**config.mk**
```make
export PLATFORM = sky130hd
export DESIGN_NAME = instr_fetch
export DESIGN_NICKNAME = d
export VERILOG_FILES = /design/src/rtl/cpu_pkg.sv /design/src/rtl/instr_buf.sv /design/src/rtl/instr_fetch.sv
export SDC_FILE = /design/constraint.sdc
export NUM_CORES = 1
export LEC_CHECK = 0
export BUFFER_PORTS_ARGS = -buffer_cell sky130_fd_sc_hd__buf_2
export CELL_PAD_IN_SITES_DETAIL_PLACEMENT = 1
export CELL_PAD_IN_SITES_GLOBAL_PLACEMENT = 2
export CORE_AREA = 2 2 113 169
export CTS_BUF_LIST = sky130_fd_sc_hd__clkbuf_4
export DETAILED_ROUTE_END_ITERATION = 8
export DIE_AREA = 0 0 115 171
export PLACE_DENSITY = 0.74
export SYNTH_ARGS = -nofsm -noshare
export SYNTH_HDL_FRONTEND = slang
export SYNTH_HIERARCHICAL = 1
export SYNTH_SLANG_ARGS = --single-unit
```
**constraint.sdc**
```tcl
create_clock -name clk -period 2.2 [get_ports clk]
set_input_delay 0.33 -clock clk [delete_from_list [all_inputs] [get_ports clk]]
set_output_delay 0.33 -clock clk [all_outputs]
set_load 0.1 [all_outputs]
```
**src/rtl/cpu_pkg.sv**
```systemverilog
// Shared fetch-stage types and constants.
// Define IFETCH_SKID_EN for a 2-entry fetch buffer; the default build uses 1 entry.
package cpu_pkg;

  typedef enum logic [1:0] {
    IDLE = 2'd0,
    WAIT = 2'd1,
    DROP = 2'd2
  } fetch_state_e;

  localparam int INSTR_BYTES = 4;

  // The second entry lets a new request go out while the previous word is still unread.
`ifdef IFETCH_SKID_EN
  localparam int IFETCH_DEPTH = 2;
`else
  localparam int IFETCH_DEPTH = 1;
`endif

  typedef struct packed {
    logic [31:0] pc;
    logic [31:0] instr;
  } fetch_entry_t;

  function automatic logic [31:0] word_align(input logic [31:0] addr);
    return {addr[31:2], 2'b00};
  endfunction

endpackage

```
**src/rtl/instr_buf.sv**
```systemverilog
// Small FIFO of fetched {pc, instr} entries with a synchronous flush.
// The head entry is presented combinationally on dout.
module instr_buf
  import cpu_pkg::*;
#(
  parameter int DEPTH = 1
) (
  input  logic                         clk,
  input  logic                         reset,
  input  logic                         flush,
  input  logic                         push,
  input  logic                         pop,
  input  fetch_entry_t                 din,
  output fetch_entry_t                 dout,
  output logic [$clog2(DEPTH+1)-1:0]   count,
  output logic                         empty
);

  localparam int PW = (DEPTH > 1) ? $clog2(DEPTH) : 1;
  localparam int CW = $clog2(DEPTH + 1);

  fetch_entry_t  mem [DEPTH];
  logic [PW-1:0] rd_ptr;
  logic [PW-1:0] wr_ptr;
  logic          do_push;
  logic          do_pop;

  function automatic logic [PW-1:0] ptr_inc(input logic [PW-1:0] p);
    return (p == PW'(DEPTH - 1)) ? '0 : p + PW'(1);
  endfunction

  assign empty   = (count == '0);
  assign do_pop  = pop && !empty;
  assign do_push = push && (count != CW'(DEPTH));
  assign dout    = mem[rd_ptr];

  // Flush beats any same-cycle push or pop so nothing stale survives a redirect.
  always_ff @(posedge clk or posedge reset) begin
    if (reset) begin
      rd_ptr <= '0;
      wr_ptr <= '0;
      count  <= '0;
      for (int i = 0; i < DEPTH; i++) begin
        mem[i] <= '0;
      end
    end else if (flush) begin
      rd_ptr <= '0;
      wr_ptr <= '0;
      count  <= '0;
    end else begin
      if (do_push) begin
        mem[wr_ptr] <= din;
        wr_ptr      <= ptr_inc(wr_ptr);
      end
      if (do_pop) begin
        rd_ptr <= ptr_inc(rd_ptr);
      end
      case ({do_push, do_pop})
        2'b10:   count <= count + CW'(1);
        2'b01:   count <= count - CW'(1);
        default: ;
      endcase
    end
  end

endmodule

```
**src/rtl/instr_fetch.sv**
```systemverilog
// Instruction fetch stage: single-outstanding memory requests feeding a small buffer.
// Buffer depth is 2 when IFETCH_SKID_EN is defined, otherwise 1.
module instr_fetch
  import cpu_pkg::*;
#(
  parameter logic [31:0] RESET_PC = 32'h0000_0000
) (
  input  logic        clk,
  input  logic        reset,
  output logic        imem_req,
  output logic [31:0] imem_addr,
  input  logic        imem_rvalid,
  input  logic [31:0] imem_rdata,
  input  logic        redirect_valid,
  input  logic [31:0] redirect_pc,
  output logic        instr_valid,
  input  logic        instr_ready,
  output logic [31:0] instrCode,
  output logic [31:0] instr_pc
);

  localparam int DEPTH = IFETCH_DEPTH;
  localparam int CW    = $clog2(DEPTH + 1);

  fetch_state_e  state;
  fetch_state_e  state_next;
  logic [31:0]   pc;
  logic [31:0]   pc_next;
  logic [31:0]   pc_inc;
  logic [CW-1:0] count;
  logic          buf_empty;
  logic          rsp_in_wait;
  logic          push;
  logic          pop;
  int            occ;
  fetch_entry_t  push_entry;
  fetch_entry_t  head;

  assign pc_inc      = pc + 32'(INSTR_BYTES);
  assign rsp_in_wait = (state == WAIT) && imem_rvalid;
  assign push        = rsp_in_wait && !redirect_valid;
  assign pop         = instr_valid && instr_ready;
  assign push_entry  = '{pc: pc, instr: imem_rdata};

  assign instr_valid = !buf_empty;
  assign instrCode   = head.instr;
  assign instr_pc    = head.pc;

  always_ff @(posedge clk or posedge reset) begin
    if (reset) begin
      state <= IDLE;
      pc    <= RESET_PC;
    end else begin
      state <= state_next;
      pc    <= pc_next;
    end
  end

  // pc is the address of the outstanding request while in WAIT, so a back-to-back
  // request issued on the response cycle targets the already-advanced pc.
  always_comb begin
    occ        = int'(count) + (push ? 1 : 0) - (pop ? 1 : 0);
    imem_req   = 1'b0;
    imem_addr  = rsp_in_wait ? pc_inc : pc;
    state_next = state;
    pc_next    = pc;

    if (!reset && !redirect_valid && (occ < DEPTH) &&
        ((state == IDLE) || rsp_in_wait)) begin
      imem_req = 1'b1;
    end

    case (state)
      IDLE: begin
        if (imem_req) state_next = WAIT;
      end
      WAIT: begin
        if (redirect_valid) begin
          state_next = imem_rvalid ? IDLE : DROP;
        end else if (imem_rvalid) begin
          state_next = imem_req ? WAIT : IDLE;
        end
      end
      DROP: begin
        if (imem_rvalid) state_next = IDLE;
      end
      default: state_next = IDLE;
    endcase

    if (redirect_valid) begin
      pc_next = word_align(redirect_pc);
    end else if (rsp_in_wait) begin
      pc_next = pc_inc;
    end
  end

  instr_buf #(
    .DEPTH(DEPTH)
  ) u_buf (
    .clk   (clk),
    .reset (reset),
    .flush (redirect_valid),
    .push  (push),
    .pop   (pop),
    .din   (push_entry),
    .dout  (head),
    .count (count),
    .empty (buf_empty)
  );

endmodule

```
==> run summary <==
Die Y - 171 um
non-filler cells in the finished layout - 832
H-Tree Level Count - 3
Final Worst Setup Slack - -0.622 ns
r2r setup slk - 0.13 ns
Max stage delay on crit path - 0.59 ns
Ports - 167
antenna violations before repair - 1
layout cell share with drive strength beyond 1 - 0.692
Distinct cells, synth - 47
TritonCTS Buffers - 9
Initial DRC Count - 99
Die ar. - 19700 sq um
CTS root buffer - clkbuf_4
starting density of the core - 0.263
Crit Path Category - reg -> out
max-slew violations - 0
Total Power - 8.86 mW
CP required - 1.87 ns
RSZ-0062 raised after global routing - yes
Routability Congestion - 0.733
fmax - 0.354 GHz
outcome - finished, violations left
Tot GR Track Use - 0.157
Worst Skew - 0.0267 ns
synthesized area - 4810 sq um
Pwr per Cell Area - 1120 nW/um^2
nets@finish - 677
via/cell ratio - 4.69
maxcap violations - 0
CTS tree - built
IR drop worst, VDD - 0.489 mV
worst-margin pin slew - 0.702 ns
DP HPWL - 11200 um
post-layout minimum cycle time - 2.82 ns
sequential share of the synthesized area - 0.504
Total Wirelength - 15000 um
ys flop type - dfrtp_1
CTS max path bufs - 2
Initial DRT Pass Iterations - 6
Remaining DRCs - 0
worst-skew pair later-pin latency - 0.48 ns
endpoint class of the critical path - output port
Antenna Violating Nets Remaining - 0
highest-delay cell along the critical path - or4_4
routed via count - 3902
Avg Inst Size Synth - 13.1 sq um
Top delay family on crit path - simple AND/OR/NAND/NOR gates
Core Area - 18300 sq um
placed cell count - 805
PortBufs - 162
num rows - 61
Hold WC Path Type - in -> reg
CP Max Fanout - 10
Area growth syn-to-layout - 63.8%
overflow left after global routing - 0
CTS Sinks - 97
asr flop ratio synth - 1.00
global-route wire length before repair - 23700 um
Synth Instances - 368
Syn. warnings - 6
final setup fails - 28
clk slew on worst S/H paths - 0.16 ns
EDFF count, synth - 0
CP bufs+invs - 1
largest net degree at the start of global routing - 49
Rel. slew slack - 0.531
Tcrit/Tclk final - 1.28
vias in the first global route - 4426
final hold violations - 0
Die Wd - 115 um
LEAKAGE - 3.60 nW
Yosys reg bits - 97
Setup crit start kind - flip-flop
worst endpoint data arrival time - 2.49 ns
CP Cell Sequence - ha_2 > nand3_4 > or3_4 > or4_4 > nand2_8 > buf_12
failing checks - negative setup slack
wire per inst - 18.1 um
[timing repair]
item / 4_1_cts / 5_1_grt
resized for setup: 40 / 16
hold endpoints to repair: 31 / 0
hold buffers: 1 / 0
pin swaps: 15 / 7
buffers inserted: 9 / 1
setup endpoints to repair: 32 / 30
[sequential cells by signal, summed over array words and instances (netlist names)]
name         flops
u_buf/mem       64
pc              30
state            2
u_buf/count      1
[cells by family after synthesis]
| kind of cell | after synthesis | share of synthesized area |
|---|---|---|
| simple gates | 111 | 0.133 |
| mux | 77 | 0.227 |
| compound gates | 34 | 0.0512 |
| flops | 97 | 0.504 |
| other cells | 1 | 0.000779 |
| xor+xnor | 15 | 0.0273 |
| fa+ha+maj | 2 | 0.00676 |
| buf+inv | 31 | 0.0499 |
[placed cells by master, fill, tap and decap left out, types with 9 or more instances in the layout]
cell type | Yosys | layout
clkbuf_4 | 0 | 10
nand2_1 | 28 | 16
o31ai_4 | 0 | 9
dfrtp_1 | 97 | 91
nor2_1 | 15 | 12
mux2_4 | 60 | 60
a31oi_1 | 11 | 11
buf_2 | 3 | 131
mux2_2 | 17 | 17
or4_4 | 2 | 9
nand2_8 | 0 | 11
buf_4 | 2 | 68
buf_12 | 6 | 35
inv_1 | 10 | 9
[stage by stage]
stage	setup slack, ns	setup TNS, ns	utilization	instance area [sq um]	hold slack, ns
2_1_floorplan	-0.628	-2.23	-	5510	0.393
3_3_place_gp	-0.0927	-0.415	0.403	7380	0.403
3_5_place_dp	-0.129	-0.891	0.403	7380	0.407
4_1_cts	-0.691	-12.90	0.424	7770	0.00834
5_1_grt	-0.737	-14.50	0.430	7880	0.0221
6_report	-0.622	-10.96	0.430	7880	0.0654
[power by group]
group / switching, mW / internal (mW) / total (mW)
Combinational: 4.07 / 1.29 / 5.36
Clock: 0.652 / 0.360 / 1.01
Sequential: 0.266 / 2.22 / 2.49
Total: 4.99 / 3.87 / 8.86
[Yosys cell counts, types with 2 or more instances]
library cell | number | area share
nand2_1 | 28 | 0.022
buf_1 | 2 | 0.0016
o31a_1 | 6 | 0.011
a31oi_1 | 11 | 0.014
xnor2_1 | 8 | 0.015
nor4_1 | 9 | 0.012
xor2_1 | 7 | 0.013
or4_1 | 7 | 0.011
a21oi_1 | 2 | 0.0021
dfrtp_1 | 97 | 0.50
nor2b_1 | 4 | 0.0052
inv_1 | 10 | 0.0078
a221o_1 | 2 | 0.0042
nor3_1 | 6 | 0.0062
buf_12 | 6 | 0.025
o21ai_0 | 2 | 0.0021
and3_1 | 3 | 0.0039
or3_1 | 4 | 0.0052
buf_2 | 3 | 0.0031
buf_6 | 2 | 0.0047
or4_4 | 2 | 0.0047
nand3_1 | 7 | 0.0073
o31ai_1 | 9 | 0.014
and4_1 | 3 | 0.0055
nand4_1 | 7 | 0.0091
clkbuf_1 | 5 | 0.0039
nand2b_1 | 5 | 0.0065
buf_4 | 2 | 0.0031
nor2_1 | 15 | 0.012
or2_2 | 2 | 0.0026
mux2_4 | 60 | 0.19
mux2_2 | 17 | 0.040
[area by class of cell]
| cell class | instances | area [sq um] |
|---|---|---|
| flip-flops and latches | 97 | 2430 |
| clock buffers | 10 | 75.1 |
| inverters | 11 | 41.3 |
| multi-input cells | 243 | 3000 |
| fillers | 1931 | 10400 |
| repair buffers | 244 | 1990 |
| diodes | 1 | 2.50 |
| well taps | 220 | 275 |
| clock inverters | 6 | 68.8 |
[worst paths after layout]
check                          startpoint            end  depth (start not counted)
max                                 pc[2]  imem_addr[16]                          6
min                        redirect_pc[5]          pc[5]                          2
max reg2reg                      state[1]  u_buf/mem[62]                          7
min reg2reg                 u_buf/mem[10]  u_buf/mem[10]                          1
max in group asynchronous           reset         pc[29]                          4
min in group asynchronous           reset  u_buf/mem[46]                          3
[layer usage]
layer / track usage / wire, um / up-vias
met3: 0.0223 / 552 / 21
met1: 0.178 / 5820 / 1988
li1: - / - / 1791
met2: 0.292 / 8360 / 102
met5: 0 / 0 / -
met4: 0.0629 / 308 / 0
No activity file was read; power rests on OpenSTA's default activity.
